## config.mk

```make
export PLATFORM = sky130hd
export DESIGN_NAME = midori_round_ctrl
export DESIGN_NICKNAME = d
export VERILOG_FILES = /design/src/rtl/midori_pkg.sv /design/src/rtl/midori_round_ctrl_lin.sv /design/src/rtl/midori_round_ctrl.sv
export SDC_FILE = /design/constraint.sdc
export NUM_CORES = 2
export LEC_CHECK = 0
export ABC_CLOCK_PERIOD_IN_PS = 2900
export CORE_AREA = 3 3 455 457
export CTS_BUF_LIST = sky130_fd_sc_hd__clkbuf_4
export DETAILED_ROUTE_END_ITERATION = 8
export DIE_AREA = 0 0 458 460
export DONT_BUFFER_PORTS = 1
export HOLD_SLACK_MARGIN = 0.1
export PLACE_DENSITY = 0.3
export REMOVE_ABC_BUFFERS = 1
export SYNTH_ARGS = -nofsm -noshare
export SYNTH_HDL_FRONTEND = slang
export SYNTH_SLANG_ARGS = --single-unit
export TNS_END_PERCENT = 1
```

## constraint.sdc

```tcl
create_clock -name clk_i -period 2.9 [get_ports clk_i]
set_clock_uncertainty 0.1 [all_clocks]
set_input_delay 0.87 -clock clk_i [delete_from_list [all_inputs] [get_ports clk_i]]
set_output_delay 0.87 -clock clk_i [all_outputs]
set_load 0.02 [all_outputs]
```

## src/rtl/midori_pkg.sv

```systemverilog
// Shared constants, FSM encoding and column mixing for the masked Midori64 round controller.
package midori_pkg;

    localparam int unsigned BLOCK_W    = 64;
    localparam int unsigned KEY_W      = 128;
    localparam int unsigned CELL_W     = 4;
    localparam int unsigned COL_W      = 16;
    localparam int unsigned NUM_CELLS  = 16;
    localparam int unsigned NUM_SHARES = 3;
    localparam int unsigned RND_W      = 4;

    localparam logic [RND_W-1:0] LAST_RND = 4'd15;

    // Round constants; bit b lands on the LSB of nibble b (bits [4b+3:4b]).
    localparam logic [15:0] BETA [0:14] = '{
        16'h15b3, 16'h78c0, 16'ha435, 16'h6213, 16'h104f,
        16'hd170, 16'h0266, 16'h0bcc, 16'h9481, 16'h40b8,
        16'h7197, 16'h228e, 16'h5130, 16'hf8ca, 16'hdf90
    };

    // Cell i (cell 0 = most significant nibble) takes old cell SHUFFLE[i].
    localparam logic [3:0] SHUFFLE [0:15] = '{
        4'd0, 4'd10, 4'd5, 4'd15, 4'd14, 4'd4, 4'd11, 4'd1,
        4'd9, 4'd3, 4'd12, 4'd6, 4'd7, 4'd13, 4'd2, 4'd8
    };

    typedef enum logic [1:0] {
        ST_IDLE = 2'd0,
        ST_SBOX = 2'd1,
        ST_DONE = 2'd2
    } state_e;

    // Almost-MDS column mix: every cell becomes the XOR of the other three.
    function automatic logic [COL_W-1:0] mix_column(input logic [COL_W-1:0] col);
        logic [CELL_W-1:0] c0, c1, c2, c3;
        {c0, c1, c2, c3} = col;
        return {c1 ^ c2 ^ c3, c0 ^ c2 ^ c3, c0 ^ c1 ^ c3, c0 ^ c1 ^ c2};
    endfunction

    // Expand the 16-bit round constant of round rnd onto the 64-bit state.
    function automatic logic [BLOCK_W-1:0] round_const(input logic [RND_W-1:0] rnd);
        logic [15:0]        b;
        logic [BLOCK_W-1:0] m;
        b = (rnd == LAST_RND) ? 16'h0000 : BETA[rnd];
        m = '0;
        for (int i = 0; i < 16; i++) begin
            m[CELL_W*i] = b[i];
        end
        return m;
    endfunction

endpackage

```

## src/rtl/midori_round_ctrl_lin.sv

```systemverilog
// Share-local Midori64 linear layer: ShuffleCell followed by MixColumn.
module midori_lin_layer
    import midori_pkg::*;
(
    input  logic [BLOCK_W-1:0] state_i,
    output logic [BLOCK_W-1:0] state_c_o
);

    logic [BLOCK_W-1:0] shuf;

    // Cell permutation, pure wiring.
    for (genvar c = 0; c < NUM_CELLS; c++) begin : g_shuffle
        localparam int unsigned SRC = 32'(SHUFFLE[c]);
        assign shuf[BLOCK_W-1-CELL_W*c -: CELL_W] = state_i[BLOCK_W-1-CELL_W*SRC -: CELL_W];
    end

    // Four independent column mixes.
    for (genvar j = 0; j < BLOCK_W / COL_W; j++) begin : g_mix
        assign state_c_o[BLOCK_W-1-COL_W*j -: COL_W] = mix_column(shuf[BLOCK_W-1-COL_W*j -: COL_W]);
    end

endmodule

```

## src/rtl/midori_round_ctrl.sv

```systemverilog
// Round datapath and sequencer for the 3-share masked Midori64 core; drives and consumes the S-box array.
module midori_round_ctrl
    import midori_pkg::*;
#(
    parameter int unsigned SBOX_LAT = 4
) (
    input  logic               clk_i,
    input  logic               rst_i,
    input  logic               start_i,
    input  logic [BLOCK_W-1:0] pt_s0_i,
    input  logic [BLOCK_W-1:0] pt_s1_i,
    input  logic [BLOCK_W-1:0] pt_s2_i,
    input  logic [KEY_W-1:0]   key_s0_i,
    input  logic [KEY_W-1:0]   key_s1_i,
    input  logic [KEY_W-1:0]   key_s2_i,
    output logic [BLOCK_W-1:0] sbox_in_s0_o,
    output logic [BLOCK_W-1:0] sbox_in_s1_o,
    output logic [BLOCK_W-1:0] sbox_in_s2_o,
    input  logic [BLOCK_W-1:0] sbox_out_s0_i,
    input  logic [BLOCK_W-1:0] sbox_out_s1_i,
    input  logic [BLOCK_W-1:0] sbox_out_s2_i,
    output logic               sbox_act_o,
    output logic               busy_o,
    output logic               done_o,
    output logic [BLOCK_W-1:0] ct_s0_o,
    output logic [BLOCK_W-1:0] ct_s1_o,
    output logic [BLOCK_W-1:0] ct_s2_o
);

    localparam int unsigned      CNT_W    = $clog2(SBOX_LAT + 1);
    localparam logic [CNT_W-1:0] CNT_LAST = CNT_W'(SBOX_LAT);

    state_e             fsm_q, fsm_d;
    logic [RND_W-1:0]   rnd_q, rnd_d;
    logic [CNT_W-1:0]   cnt_q, cnt_d;
    logic               busy_q, busy_d;
    logic               act_q, act_d;
    logic               done_q, done_d;
    logic [BLOCK_W-1:0] state_q [NUM_SHARES];
    logic [BLOCK_W-1:0] state_d [NUM_SHARES];
    logic [BLOCK_W-1:0] ct_q    [NUM_SHARES];
    logic [BLOCK_W-1:0] ct_d    [NUM_SHARES];

    logic [BLOCK_W-1:0] pt  [NUM_SHARES];
    logic [KEY_W-1:0]   key [NUM_SHARES];
    logic [BLOCK_W-1:0] sbo [NUM_SHARES];
    logic [BLOCK_W-1:0] lin [NUM_SHARES];
    logic [BLOCK_W-1:0] wk  [NUM_SHARES];
    logic [BLOCK_W-1:0] rk  [NUM_SHARES];

    assign pt[0]  = pt_s0_i;
    assign pt[1]  = pt_s1_i;
    assign pt[2]  = pt_s2_i;
    assign key[0] = key_s0_i;
    assign key[1] = key_s1_i;
    assign key[2] = key_s2_i;
    assign sbo[0] = sbox_out_s0_i;
    assign sbo[1] = sbox_out_s1_i;
    assign sbo[2] = sbox_out_s2_i;

    // One linear layer per share; shares never mix.
    for (genvar s = 0; s < NUM_SHARES; s++) begin : g_lin
        midori_lin_layer u_lin (
            .state_i   (sbo[s]),
            .state_c_o (lin[s])
        );
    end

    // Whitening key and round-key select; even rounds use key[127:64], odd rounds key[63:0]; constant on share 0 only.
    always_comb begin
        for (int s = 0; s < NUM_SHARES; s++) begin
            wk[s] = key[s][KEY_W-1:BLOCK_W] ^ key[s][BLOCK_W-1:0];
            rk[s] = rnd_q[0] ? key[s][BLOCK_W-1:0] : key[s][KEY_W-1:BLOCK_W];
        end
        rk[0] = rk[0] ^ round_const(rnd_q);
    end

    // Next-state, datapath updates and registered status flags.
    always_comb begin
        fsm_d  = fsm_q;
        rnd_d  = rnd_q;
        cnt_d  = cnt_q;
        busy_d = 1'b0;
        act_d  = 1'b0;
        done_d = 1'b0;
        for (int s = 0; s < NUM_SHARES; s++) begin
            state_d[s] = state_q[s];
            ct_d[s]    = ct_q[s];
        end

        case (fsm_q)
            ST_IDLE: begin
                if (start_i) begin
                    fsm_d = ST_SBOX;
                    rnd_d = '0;
                    cnt_d = '0;
                    for (int s = 0; s < NUM_SHARES; s++) begin
                        state_d[s] = pt[s] ^ wk[s];
                    end
                end
            end
            ST_SBOX: begin
                if (cnt_q == CNT_LAST) begin
                    cnt_d = '0;
                    if (rnd_q == LAST_RND) begin
                        fsm_d = ST_DONE;
                        for (int s = 0; s < NUM_SHARES; s++) begin
                            ct_d[s] = sbo[s] ^ wk[s];
                        end
                    end else begin
                        rnd_d = rnd_q + RND_W'(1);
                        for (int s = 0; s < NUM_SHARES; s++) begin
                            state_d[s] = lin[s] ^ rk[s];
                        end
                    end
                end else begin
                    cnt_d = cnt_q + CNT_W'(1);
                end
            end
            ST_DONE: begin
                fsm_d = ST_IDLE;
            end
            default: begin
                fsm_d = ST_IDLE;
            end
        endcase

        busy_d = (fsm_d == ST_SBOX);
        act_d  = (fsm_d == ST_SBOX);
        done_d = (fsm_d == ST_DONE);
    end

    // State register with synchronous reset.
    always_ff @(posedge clk_i) begin
        if (rst_i) begin
            fsm_q  <= ST_IDLE;
            rnd_q  <= '0;
            cnt_q  <= '0;
            busy_q <= 1'b0;
            act_q  <= 1'b0;
            done_q <= 1'b0;
            for (int s = 0; s < NUM_SHARES; s++) begin
                state_q[s] <= '0;
                ct_q[s]    <= '0;
            end
        end else begin
            fsm_q  <= fsm_d;
            rnd_q  <= rnd_d;
            cnt_q  <= cnt_d;
            busy_q <= busy_d;
            act_q  <= act_d;
            done_q <= done_d;
            for (int s = 0; s < NUM_SHARES; s++) begin
                state_q[s] <= state_d[s];
                ct_q[s]    <= ct_d[s];
            end
        end
    end

    assign sbox_in_s0_o = state_q[0];
    assign sbox_in_s1_o = state_q[1];
    assign sbox_in_s2_o = state_q[2];
    assign ct_s0_o      = ct_q[0];
    assign ct_s1_o      = ct_q[1];
    assign ct_s2_o      = ct_q[2];
    assign sbox_act_o   = act_q;
    assign busy_o       = busy_q;
    assign done_o       = done_q;

endmodule

```

==> results of run 1 <==
synthesized netlist by cell type, types with 2 or more instances:
cell type and count:
o21ai_0 157, o211ai_1 2, mux2_2 20, o21ai_1 5
o22ai_1 58, nand3b_1 3, a32oi_1 9, a22oi_1 42
nor3_1 18, a31oi_1 3, or3_1 2, dfxtp_1 395
nor2_2 2, a22o_1 2, xnor3_1 43, mux2i_1 161
xnor2_1 507, buf_2 65, clkbuf_1 92, inv_1 8
nand2b_1 7, xor2_1 508, buf_1 11, nand2_1 298
a21oi_1 462, a21o_1 2, nor2_1 182, nor3b_1 2
mux4_2 2, nand3_1 3, nor2b_1 6, buf_4 19
ha_1 8, a211oi_1 3, o31ai_1 2
cells by family after synthesis:
| logic type | count (synthesis) |
|---|---|
| fa+ha+maj | 8 |
| xor+xnor | 1058 |
| flops | 395 |
| simple gates | 531 |
| buf+inv | 195 |
| compound gates | 753 |
| mux | 183 |
stage by stage:
step	setup WS [ns]	setup TNS [ns]	util [%]	hold slack [ns]	instances
2_1_floorplan	-8.47	-2962.61	-	0.392	2936
3_5_place_dp	0.198	0	14.8	0.421	5703
3_3_place_gp	0.191	0	14.8	0.420	5703
==> impl_metrics.yaml, run 1 <==
logic_synthesis:
  synth-compound-area-share_pct: 15.1
  synth_top_area_share_pct: 29.5
  syn_inst: 3123
  synth.top_cells.by_area: "dfxtp_1 30%, xor2_1 17%, xnor2_1 17%"
  yosysSeqAreaShare_pct: 29.5
  ys_ff_latch: 395
  synth_top_family_by_area: "XOR/XNOR gates"
  synth_fa_ha_area_share_pct: 0.374
  synth_flop_cell: "dfxtp_1"
  syn-cell-area_sq_mm: 0.0268
  synth-xor-area-share_pct: 36.8
  synth-simple-area-share_pct: 7.90
  ys_warn_count: 0
  synth.area.mux_share_pct: 7.02
  yosysUniqueCellTypes: 49
  avgSynthCellArea_sq_um: 8.58
  synth-edff-count: 0
  post-synth-top-area-cell: "dfxtp_1"
  synth-async-reset-ratio_pct: 0
clocking:
  cts_buffers: 148
  ctsHtreeMaxLevel: 4
  clock_sinks: 395
  cts-root-buf: "clkbuf_4"
  cts_setup_buffers: 0
  cts_buffer_depth: 3
  holdBufCountCts: 1194
  cts.repair.resized: 208
run_status:
  outcome: "aborted with a tool error"
  lastStage: "4_1_cts"
  error: "[ERROR RSZ-0060] Max buffer count reached."
floorplanning:
  initial_core_util_pct: 13.1
  ios: 1158
  placementRows: 166
  die_h_um: 460
  die_width_um: 458
place:
  dp_hpwl_mm: 140
  placed_area_sq_mm: 0.0303
  gp_congestion: 0.867
  port_buffers: 0
==> inputs of run 2 (changes only) <==
--- a/config.mk
+++ b/config.mk
@@ -7,12 +7,10 @@
 export LEC_CHECK = 0
 export ABC_CLOCK_PERIOD_IN_PS = 2900
 export CORE_AREA = 3 3 455 457
-export CTS_BUF_LIST = sky130_fd_sc_hd__clkbuf_4
 export DETAILED_ROUTE_END_ITERATION = 8
 export DIE_AREA = 0 0 458 460
 export DONT_BUFFER_PORTS = 1
-export HOLD_SLACK_MARGIN = 0.1
-export PLACE_DENSITY = 0.3
+export PLACE_DENSITY_LB_ADDON = 0.15
 export REMOVE_ABC_BUFFERS = 1
 export SYNTH_ARGS = -nofsm -noshare
 export SYNTH_HDL_FRONTEND = slang
==> impl_metrics.yaml, run 2 <==
power:
  ir_worst_vdd_mv: 0.419
  finalPower_mw: 18.6
  p_leak_nw: 11.0
  p_per_area_mw_per_mm2: 576
  clkPwrFrac_pct: 43.1
  p_int_mw: 12.3
  netSwitchingFraction_pct: 33.9
  p_sw_mw: 6.32
  pwr-share-seq_pct: 34.8
  power_frac_comb_pct: 22.1
grt:
  grt_pass1_wl_mm: 230
  track_usage_pct: 16.1
  grt_max_degree: 390
  grt_antenna_before_repair: 5
  grt_pass1_vias: 23000
  gr-total-overflow: 0
worst_setup_path:
  cp-start-kind: "register"
  r2r-start: "rnd_q[0]"
  critPathBufInv: 1
  crit_fanout: 15
  path_delay_family: "compound AO/OA/AOI/OAI gates"
  r2r_setup_slack_ns: 0.32
  cp.arrival_ns: 3.02
  reg2reg_depth: 7
  endpoint_kind: "register"
  crit_slowest_cell: "a221oi_4"
  crit_required_ns: 3.34
  slowest_delay_ns: 0.56
  timing_worst_setup_path_type: "reg -> reg"
  r2r-end: "state_q[0][28]"
  path_cells: "ha_1, and3_1, a221oi_4, buf_4, nor2_2, a32oi_1, o21ai_0"
logic_synthesis:
  synth-edff-count: 0
  synth_commonest_cells: "508 x xor2_1, 507 x xnor2_1, 462 x a21oi_1"
  yosysSeqAreaShare_pct: 29.5
  ys_warn_count: 0
  yosysUniqueCellTypes: 49
  synth_flop_cell: "dfxtp_1"
  synth-async-reset-ratio_pct: 0
  syn-cell-area_sq_mm: 0.0268
  syn_inst: 3123
  synth.top_cells.by_area: "dfxtp_1 30%, xor2_1 17%, xnor2_1 17%"
  synth_top_area_share_pct: 29.5
  post-synth-top-area-cell: "dfxtp_1"
  ys_ff_latch: 395
  synthMostInstantiatedCell: "xor2_1"
  avgSynthCellArea_sq_um: 8.58
route:
  viasPerCell: 3.84
  first_iter_violations: 988
  vias: 22400
  firstDrtPassIters: 6
  post-route-drc-count: 0
  wl_mm: 178
  avgRoutedWirePerCell_um: 30.5
  ant_nets: 0
timing:
  tightestPinTransition_ns: 1.58
  finalHoldViolCount: 0
  fin_setup_tns_ns: 0
  fmax_mhz: 388
  relSlewSlack_pct: -5.50
  finalCriticalPeriod_ns: 2.58
  fin_hold_ws_ns: 0.285
  finalCritPeriodShare_pct: 88.9
  finalMaxSlewViolations: 52
  setup_viol: 0
  rsz0062_at_grt: "false"
run_status:
  violations: "slew limit"
  outcome: "finished, violations left"
clocking:
  ctsHtreeMaxLevel: 3
  cts-root-buf: "clkbuf_16"
  cts_buffers: 66
  cts.repair.resized: 0
  cts_setup_buffers: 0
  clk_latency_ns: 0.65
  clock_sinks: 395
  cts_buffer_depth: 3
  clkTransAtPathRegs_ns: 0.06
  cts_tree: "done"
  holdBufCountCts: 0
job:
  cap_violations: 0
final_layout:
  area.growth.synth_to_final_pct: 20.9
  fin_cells: 5825
  drive_above_1_share_pct: 6.62
  nNetsFinal: 3857
  final_area_sq_mm: 0.0324
  final_cell_mix: "508 x xor2_1, 507 x xnor2_1, 461 x a21oi_1"
  fillCellCount: 23100
  reg.largest.list: "ct_q: 192 flops, state_q: 192 flops, rnd_q: 4 flops"
  final_common_cell: "xor2_1"
min_path:
  holdPathStages: 1
  hold_class: "in -> reg"
  holdCritStartpoint: "rst_i"
  worstHoldEndpoint: "ct_q[0][65]"
place:
  port_buffers: 0
  placed_area_sq_mm: 0.0303
  dp_hpwl_mm: 142
  gp_congestion: 0.849
  place_inst: 5698
floorplanning:
  ios: 1158
  die_area_sq_mm: 0.211
  die_h_um: 460
  coreArea_sq_mm: 0.204
  die_width_um: 458
  initial_core_util_pct: 13.1
  placementRows: 166
[run 2: cell counts after synthesis]
Identical to the previous run, type by type.
[run 2: layout make-up]
| type | count | area (sq um) | share of cell area, % |
|---|---|---|---|
| diodes | 9 | 22.5 | 0.0695 |
| clock buffers | 97 | 1900 | 5.87 |
| clock inverters | 21 | 185 | 0.572 |
| inverters | 8 | 30.0 | 0.0927 |
| multi-input cells | 2533 | 18100 | 55.8 |
| flip-flops and latches | 395 | 7910 | 24.4 |
| well taps | 2688 | 3360 | 10.4 |
| repair buffers | 74 | 906 | 2.80 |
[run 2: routing by layer]
| layer | GRT usage (%) | share of wire [%] |
|---|---|---|
| met3 | 7.82 | 12 |
| met5 | 0 | 0 |
| met1 | 17.9 | 38 |
| met2 | 27.7 | 48 |
| met4 | 3.84 | 1.9 |
[run 2: worst max path at each step]
stage               slack (ns)  cells after the start                to           start
floorplan                -8.47                      5        ct_q[0][0]        rnd_q[0]
detailed placement        0.30                      6     state_q[0][8]         start_i
CTS                       0.28                      0  sbox_in_s1_o[11]  state_q[0][75]
finish                    0.32                      7    state_q[0][28]        rnd_q[0]
global placement          0.30                      6    state_q[0][77]         start_i
global route              0.17                      7    state_q[0][40]        rnd_q[0]
[run 2: stage by stage]
step,worst slack [ns],util (%)
floorplan,-8.47,-
detailed placement,0.301,14.8
global placement,0.302,14.8
CTS,0.285,15.9
finish,0.322,15.9
global route,0.167,15.9
[run 2: worst register-to-register path, stage by stage (launching register included)]
cell and delay, ns:
dfxtp_4 0.40, ha_1 0.22, and3_1 0.30, a221oi_4 0.56
buf_4 0.37, nor2_2 0.16, a32oi_1 0.24, o21ai_0 0.11
[run 2: power groups by stage]
stage | Combinational [mW] | Clock (mW) | Sequential, mW
final | 4.11 | 8.04 | 6.49
after global routing | 4.52 | 8.61 | 6.53
after CTS | 4.20 | 8.52 | 6.51
after detailed placement | 4.17 | 0 | 6.63
after global placement | 4.18 | 0 | 6.64
after floorplan | 3.09 | 0 | 6.43
[run 2: cell families (layout without fill, tap and decap cells)]
| logic type | count (synthesis) | count (layout) | synth area share [%] |
|---|---|---|---|
| compound gates | 753 | 753 | 15.1 |
| xor+xnor | 1058 | 1058 | 36.8 |
| fa+ha+maj | 8 | 8 | 0.374 |
| buf+inv | 195 | 200 | 3.30 |
| flops | 395 | 395 | 29.5 |
| mux | 183 | 183 | 7.02 |
| other cells | 0 | 9 | 0 |
| simple gates | 531 | 531 | 7.90 |
Power figures use the tool's default switching activity.
